### src/rtl/mux_nto1_reg.sv
// Registered N-to-1 mux with per-channel valid/ready, direct or round-robin select.
// Optional MUX_NTO1_XFER_CNT_EN adds a saturating input-transfer counter (xfer_cnt, cnt_clr).
module mux_nto1_reg #(
  parameter int unsigned WIDTH  = 8,
  parameter int unsigned NUM_CH = 4,
  parameter int unsigned SEL_W  = 2
) (
  input  logic                    clk,
  input  logic                    rst_n,
  input  logic [NUM_CH*WIDTH-1:0] i,
  input  logic [NUM_CH-1:0]       i_valid,
  output logic [NUM_CH-1:0]       i_ready,
  input  logic [SEL_W-1:0]        s,
  input  logic                    mode,
  output logic [WIDTH-1:0]        y,
  output logic                    y_valid,
  input  logic                    y_ready,
  output logic [SEL_W-1:0]        y_ch
`ifdef MUX_NTO1_XFER_CNT_EN
  ,
  input  logic                    cnt_clr,
  output logic [15:0]             xfer_cnt
`endif
);

  localparam int unsigned PW    = SEL_W + 1;
  localparam int unsigned CNT_W = 16;

  logic [SEL_W-1:0] ptr;
  logic [SEL_W-1:0] scan_src;
  logic             scan_ok;
  logic [PW-1:0]    sum;
  logic [SEL_W-1:0] src;
  logic             src_ok;
  logic             direct_ok;
  logic             load;
  logic             xfer;
  logic [WIDTH-1:0] src_data;

  // Round-robin search starting at ptr, wrapping modulo NUM_CH.
  always_comb begin
    scan_src = '0;
    scan_ok  = 1'b0;
    sum      = '0;
    for (int unsigned off = 0; off < NUM_CH; off++) begin
      sum = {1'b0, ptr} + PW'(off);
      if (sum >= PW'(NUM_CH)) sum = sum - PW'(NUM_CH);
      if (!scan_ok && i_valid[sum[SEL_W-1:0]]) begin
        scan_src = sum[SEL_W-1:0];
        scan_ok  = 1'b1;
      end
    end
  end

  assign direct_ok = ({1'b0, s} < PW'(NUM_CH));
  assign src       = mode ? scan_src : s;
  assign src_ok    = mode ? scan_ok : direct_ok;
  assign load      = ~y_valid | y_ready;

  // Grant only the selected channel; forced low while reset is asserted.
  always_comb begin
    i_ready  = '0;
    src_data = '0;
    for (int unsigned k = 0; k < NUM_CH; k++) begin
      if (src == SEL_W'(k)) begin
        i_ready[k] = rst_n & load & src_ok;
        src_data   = i[k*WIDTH +: WIDTH];
      end
    end
  end

  assign xfer = |(i_ready & i_valid);

  always_ff @(posedge clk or negedge rst_n) begin
    if (!rst_n) begin
      y       <= '0;
      y_valid <= 1'b0;
      y_ch    <= '0;
      ptr     <= '0;
    end else if (xfer) begin
      y       <= src_data;
      y_ch    <= src;
      y_valid <= 1'b1;
      if (mode) ptr <= (src == SEL_W'(NUM_CH - 1)) ? '0 : src + SEL_W'(1);
    end else if (y_ready) begin
      y_valid <= 1'b0;
    end
  end

`ifdef MUX_NTO1_XFER_CNT_EN
  // Saturating transfer counter; clear has priority over increment.
  always_ff @(posedge clk or negedge rst_n) begin
    if (!rst_n) begin
      xfer_cnt <= '0;
    end else if (cnt_clr) begin
      xfer_cnt <= '0;
    end else if (xfer && (xfer_cnt != {CNT_W{1'b1}})) begin
      xfer_cnt <= xfer_cnt + CNT_W'(1);
    end
  end
`else
  // Counter absent in this build.
`endif

endmodule

### config.mk
export PLATFORM = sky130hd
export DESIGN_NAME = mux_nto1_reg
export DESIGN_NICKNAME = d
export VERILOG_FILES = /design/src/rtl/mux_nto1_reg.sv
export SDC_FILE = /design/constraint.sdc
export NUM_CORES = 1
export LEC_CHECK = 0
export ABC_AREA = 0
export ABC_CLOCK_PERIOD_IN_PS = 3300
export BUFFER_PORTS_ARGS = -buffer_cell sky130_fd_sc_hd__buf_4
export CAP_MARGIN = 20
export CELL_PAD_IN_SITES_DETAIL_PLACEMENT = 0
export CELL_PAD_IN_SITES_GLOBAL_PLACEMENT = 2
export CORE_MARGIN = 8
export CORE_UTILIZATION = 23
export CTS_BUF_LIST = sky130_fd_sc_hd__clkbuf_16
export DETAILED_ROUTE_END_ITERATION = 10
export GPL_TIMING_DRIVEN = 0
export PLACE_DENSITY_LB_ADDON = 0.1
export RECOVER_POWER = 100
export SLEW_MARGIN = 10
export SYNTH_ARGS = -nofsm -noshare
export SYNTH_HDL_FRONTEND = slang
export SYNTH_SLANG_ARGS = --single-unit
### constraint.sdc
create_clock -name clk -period 3.3 [get_ports clk]
set_input_delay 0.66 -clock clk [delete_from_list [all_inputs] [get_ports clk]]
set_output_delay 0.66 -clock clk [all_outputs]
set_load 0.01 [all_outputs]
# ---- Word level (Yosys, flattened, before mapping)
# Index checks and enable logic that the tools add are counted.
dict set report op_classes {
  n_addsub 8
  n_lt_le_gt_ge 8
  n_eq_ne 3
  n_mux 33
  bitwise 5
  n_reduce_logical 10
}
# op n
set ops {}
lappend ops {{$mux 8} 4}
lappend ops {{$mux 2} 10}
lappend ops {{$mux 1} 15}
lappend ops {{$lt 2x3->1 const B} 4}
lappend ops {{$ge 3x3->1 const B} 3}
lappend ops {{$bmux 1 s2} 4}
lappend ops {{$sub 2x1->2 const B} 4}
lappend ops {{$add 2x2->3 const B} 2}
lappend ops {{$and 4x4->4} 1}
lappend ops {{$eq 2x2->1 const B} 2}
lappend ops {{$reduce_or 4->1} 1}
lappend ops {{$add 2x1->3 const B} 1}
lappend ops {{$ge 2x3->1 const B} 1}
lappend ops {{$logic_and 1x1->1} 3}
lappend ops {{$logic_not 1->1} 3}
lappend ops {{$add 2x1->2 const B} 1}
lappend ops {{$and 1x1->1} 2}
lappend ops {{$eq 2x1->1 const B} 1}
lappend ops {{$logic_not 2->1} 1}
lappend ops {{$reduce_and 2->1} 1}
lappend ops {{$reduce_bool 2->1} 1}
lappend ops {{$not 1->1} 1}
lappend ops {{$or 1x1->1} 1}
dict set report word_totals {
  ff_bits 13
  in_bits 42
  elab_cells 71
}

# ---- Longest topological paths before layout
dict set report logic_depth {
  ltp_word 20
  depth_mapped 11
  ltp_nobuf 9
}

# ---- Least setup slack after synthesis
# OpenSTA, ideal clock, no wires.
dict set report synth_timing {
  path_kind {input to output}
  startpoint {in i_valid[3]}
  endpoint {out i_ready[3]}
  t_arrival_ns 2.009
  required_time_ns 2.640
  path_slack_ns 0.631
  stages 8
  n_path_buf 2
  cell_sequence {nand2b_1 > a21o_1 > nand4_1 > o21ai_0 > ha_1 > buf_2 > clkbuf_1 > and2_1}
}
dict set report synth_between {
  elab_chain_cells 15
  word_cells_on_any_way 27
}
# element line
set synth_lines {}
lappend synth_lines {{from (decl)} 11} ;# input logic [NUM_CH-1:0] i_valid,
lappend synth_lines {{$bmux 1 s2} 48} ;# if (!scan_ok && i_valid[sum[SEL_W-1:0]]) begin
lappend synth_lines {{$mux 1 (implied by the code)} 48}
lappend synth_lines {{$mux 1} 48}
lappend synth_lines {{$logic_not 1->1} 48}
lappend synth_lines {{$logic_and 1x1->1} 48}
lappend synth_lines {{$mux 1} 48}
lappend synth_lines {{$logic_not 1->1} 48}
lappend synth_lines {{$logic_and 1x1->1} 48}
lappend synth_lines {{$mux 1} 48}
lappend synth_lines {{$logic_not 1->1} 48}
lappend synth_lines {{$logic_and 1x1->1} 48}
lappend synth_lines {{$mux 2 (*)} 48}
lappend synth_lines {{$mux 2 (*)} 56} ;# assign src = mode ? scan_src : s;
lappend synth_lines {{named net src[0]} 33} ;# logic [SEL_W-1:0] src;
lappend synth_lines {{$eq 2x2->1 (*)} 65} ;# if (src == SEL_W'(k)) begin
lappend synth_lines {{$mux 1 (*)} 65}
lappend synth_lines {{to (decl)} 12} ;# output logic [NUM_CH-1:0] i_ready,
# Mark *: on every way through the listed nets, which the timed path passes. The rest lies on a longest branch. The select of a mux whose other input is x is not followed.

# ---- Worst setup path in the final report
# Ends and elaborated chain as after synthesis.

==> impl_metrics.py <==
metrics = {
    "outcome": {
        "status": "finished, final reports clean",
    },
    "yosys": {
        "synth_top_family_by_area": "compound AO/OA/AOI/OAI gates",
        "synth-async-reset-ratio": 1.00,
        "synth-compound-area-share": 0.286,
        "netlist_instances": 112,
        "avgSynthCellArea_um2": 8.64,
        "synth_top_cell_by_area": "dfrtp_1",
        "synthDistinctLibCells": 28,
        "synth_common_cells": "dfrtp_1 (13), nand2_1 (12), a31oi_1 (10), nor2_1 (10), inv_1 (9)",
        "synthAdderAreaFrac": 0.0517,
        "synth_area_um2": 967,
        "synth-warning-count": 0,
        "synth_seq_area_share": 0.336,
        "muxShareOfSynthArea": 0.0233,
        "yosysMostFrequentCell": "dfrtp_1",
        "synthSimpleGateAreaFrac": 0.207,
        "synth_area_leaders": "dfrtp_1 (34%), a211o_1 (7.2%), a221oi_1 (7.2%)",
        "synth_nets": 158,
        "synthFlopType": "dfrtp_1",
        "yosys.area_share.xor_xnor": 0,
        "synth_edf_count": 0,
        "ys_ff_latch": 13,
        "synth_top_area_frac": 0.336,
    },
    "critical_path": {
        "cp-end-kind": "output pin",
        "cp_max_fo": 18,
        "path_class": "in -> out",
        "cp.required_ns": 2.64,
        "arrival_ns": 2.37,
        "start_kind": "input pin",
    },
    "sta": {
        "finalCritPeriodShare": 0.917,
        "tns_ns": 0,
        "final_hold_viol_count": 0,
        "fin_skew_ns": 0.00121,
        "fmax_mhz": 331,
        "maxSlewHeadroom": 0.466,
        "setup_viol": 0,
        "min_period_ns": 3.03,
        "tightest_slew_ns": 0.802,
        "slew_violations": 0,
        "rsz0062_at_grt": "no",
        "whs_ns": 0.488,
    },
    "routing": {
        "vias_per_cell": 4.79,
        "drc": 0,
        "antenna_left": 0,
        "wl_per_cell_um": 16.1,
        "via_count": 1054,
        "wl_um": 3530,
        "first_iter_violations": 46,
        "drt-pass1-iter-count": 4,
    },
    "layout": {
        "final_nets": 217,
        "num-fill-cells": 468,
        "multiInputGateArea_um2": 539,
        "insertedDiodeCount": 0,
        "syn2layout_area_growth_pct": 48.8,
        "final_util": 0.357,
        "layout-drive-gt1-share": 0.306,
        "seqCellArea_um2": 325,
    },
    "pwr": {
        "vdd_ir_drop_max_v": 0.000276,
        "p_leak_uw": 0.000692,
        "p_per_area_nw_per_um2": 669,
    },
    "floorplan": {
        "initial_core_util": 0.240,
        "die_y_um": 80.8,
        "core_um2": 4030,
        "die_w_um": 80.8,
        "die_area_um2": 6540,
        "std_cell_rows": 23,
        "ios": 57,
    },
    "job": {
        "maxCapViolations": 0,
    },
    "clock_tree": {
        "postCtsSetupRepairBufs": 0,
        "cts.path.max_buffers": 2,
        "clockRootBuffer": "clkbuf_16",
        "clock_latency_ns": 0.24,
        "cts_sinks": 13,
        "cts_made_buffers": 3,
        "cts_tree": "yes",
        "clk_pin_slew_ns": 0.05,
        "htree_levels": 1,
    },
    "global_routing": {
        "grt_max_degree": 16,
        "grt_pass1_wl_um": 5400,
        "grt_remaining_overflow": 0,
        "gr-usage-all-layers": 0.104,
        "grt_pass1_vias": 1099,
        "antenna_found_initial": 0,
    },
    "worst_hold_path": {
        "worstHoldPathType": "in -> async",
    },
    "place": {
        "place_hpwl_um": 2960,
        "io_buffers": 56,
        "gp_congestion": 0.753,
    },
}
registers in the layout (all words and copies together) (netlist names):
| register | flops |
|---|---|
| y_valid | 1 |
| y | 8 |
| y_ch | 2 |
| ptr | 2 |
worst max-delay path: stages:
cell,delay (ns)
buf_4,0.13
nand2b_1,0.15
and2_0,0.15
o221ai_1,0.29
nand2_1,0.14
ha_1,0.22
clkbuf_2,0.26
and2_1,0.22
buf_4,0.14
cell usage in the layout (no fill, tap or decap):
cell type / count
mux2_2: 2
buf_2: 1
inv_1: 10
nor2_1: 10
nor2b_1: 1
o21a_1: 1
o221ai_1: 1
clkbuf_16: 3
a31oi_1: 10
nand2_1: 13
dfrtp_1: 13
a21oi_1: 2
clkbuf_2: 3
a221oi_1: 8
nand2b_1: 6
and2_1: 4
a211o_1: 8
nand4_1: 1
o21ai_0: 1
clkbuf_1: 15
and2_0: 2
nor4_1: 1
ha_1: 4
buf_4: 43
a22o_1: 2
o211a_1: 1
nand3_1: 2
a21o_1: 1
nand3b_1: 1
power breakdown:
part | internal [uW] | leakage, uW | switching, uW
registers | 238 | 0.000149 | 51.4
logic | 202 | 0.000501 | 247
clock network | 160 | 0.0000423 | 63.4
total | 600 | 0.000692 | 362
metrics by stage:
step,total power [uW],area [um^2],setup WS [ns],std cells
after floorplan,585,967,0.631,112
after global placement,819,1450,0.0544,218
after detailed placement,828,1450,0.0122,218
after CTS,1060,1530,0.0159,222
after global routing,1050,1440,0.112,220
final,962,1440,0.275,220
path summary, 6_finish.rpt:
| path | slack [ns] | startpoint | depth (start not counted) | to |
|---|---|---|---|---|
| max in group asynchronous | 2.31 | rst_n | 1 | y[2] |
| worst min-delay path | 0.49 | rst_n | 1 | y_valid |
| worst max register to register | 0.50 | ptr[1] | 11 | y_ch[1] |
| worst max-delay path | 0.27 | i_valid[3] | 9 | i_ready[3] |
| min in group clk | 0.56 | y[3] | 2 | y[3] |
| worst min register to register | 0.56 | y[3] | 2 | y[3] |
layer usage:
layer / up-vias / wire length (um) / track usage
met5: - / 0 / 0
met4: 0 / 14 / 0.0161
met3: 2 / 285 / 0.0342
met2: 44 / 1520 / 0.153
met1: 488 / 1720 / 0.145
li1: 520 / - / -
cell type report:
class	count	share of cell area
repair buffers	56	0.258
inverters	9	0.0235
well taps	50	0.0435
clock inverters	1	0.00261
flip-flops and latches	13	0.226
clock buffers	3	0.0522
plain buffers	6	0.0191
multi-input cells	82	0.375
cell families (layout without fill, tap and decap cells):
group	count (synthesis)	in the layout
AO/OA/AOI/OAI	35	35
adder cells (fa/ha/maj)	4	4
buffers and inverters	17	75
flip-flops	13	13
multiplexers	2	2
AND/OR/NAND/NOR	41	41
timing repair:
action,in CTS,in global routing
endpoints found under the hold margin,0,0
setup endpoints to repair,0,2
hold buffers,0,0
resized for setup,0,0
(Power assumes the default switching activity.)
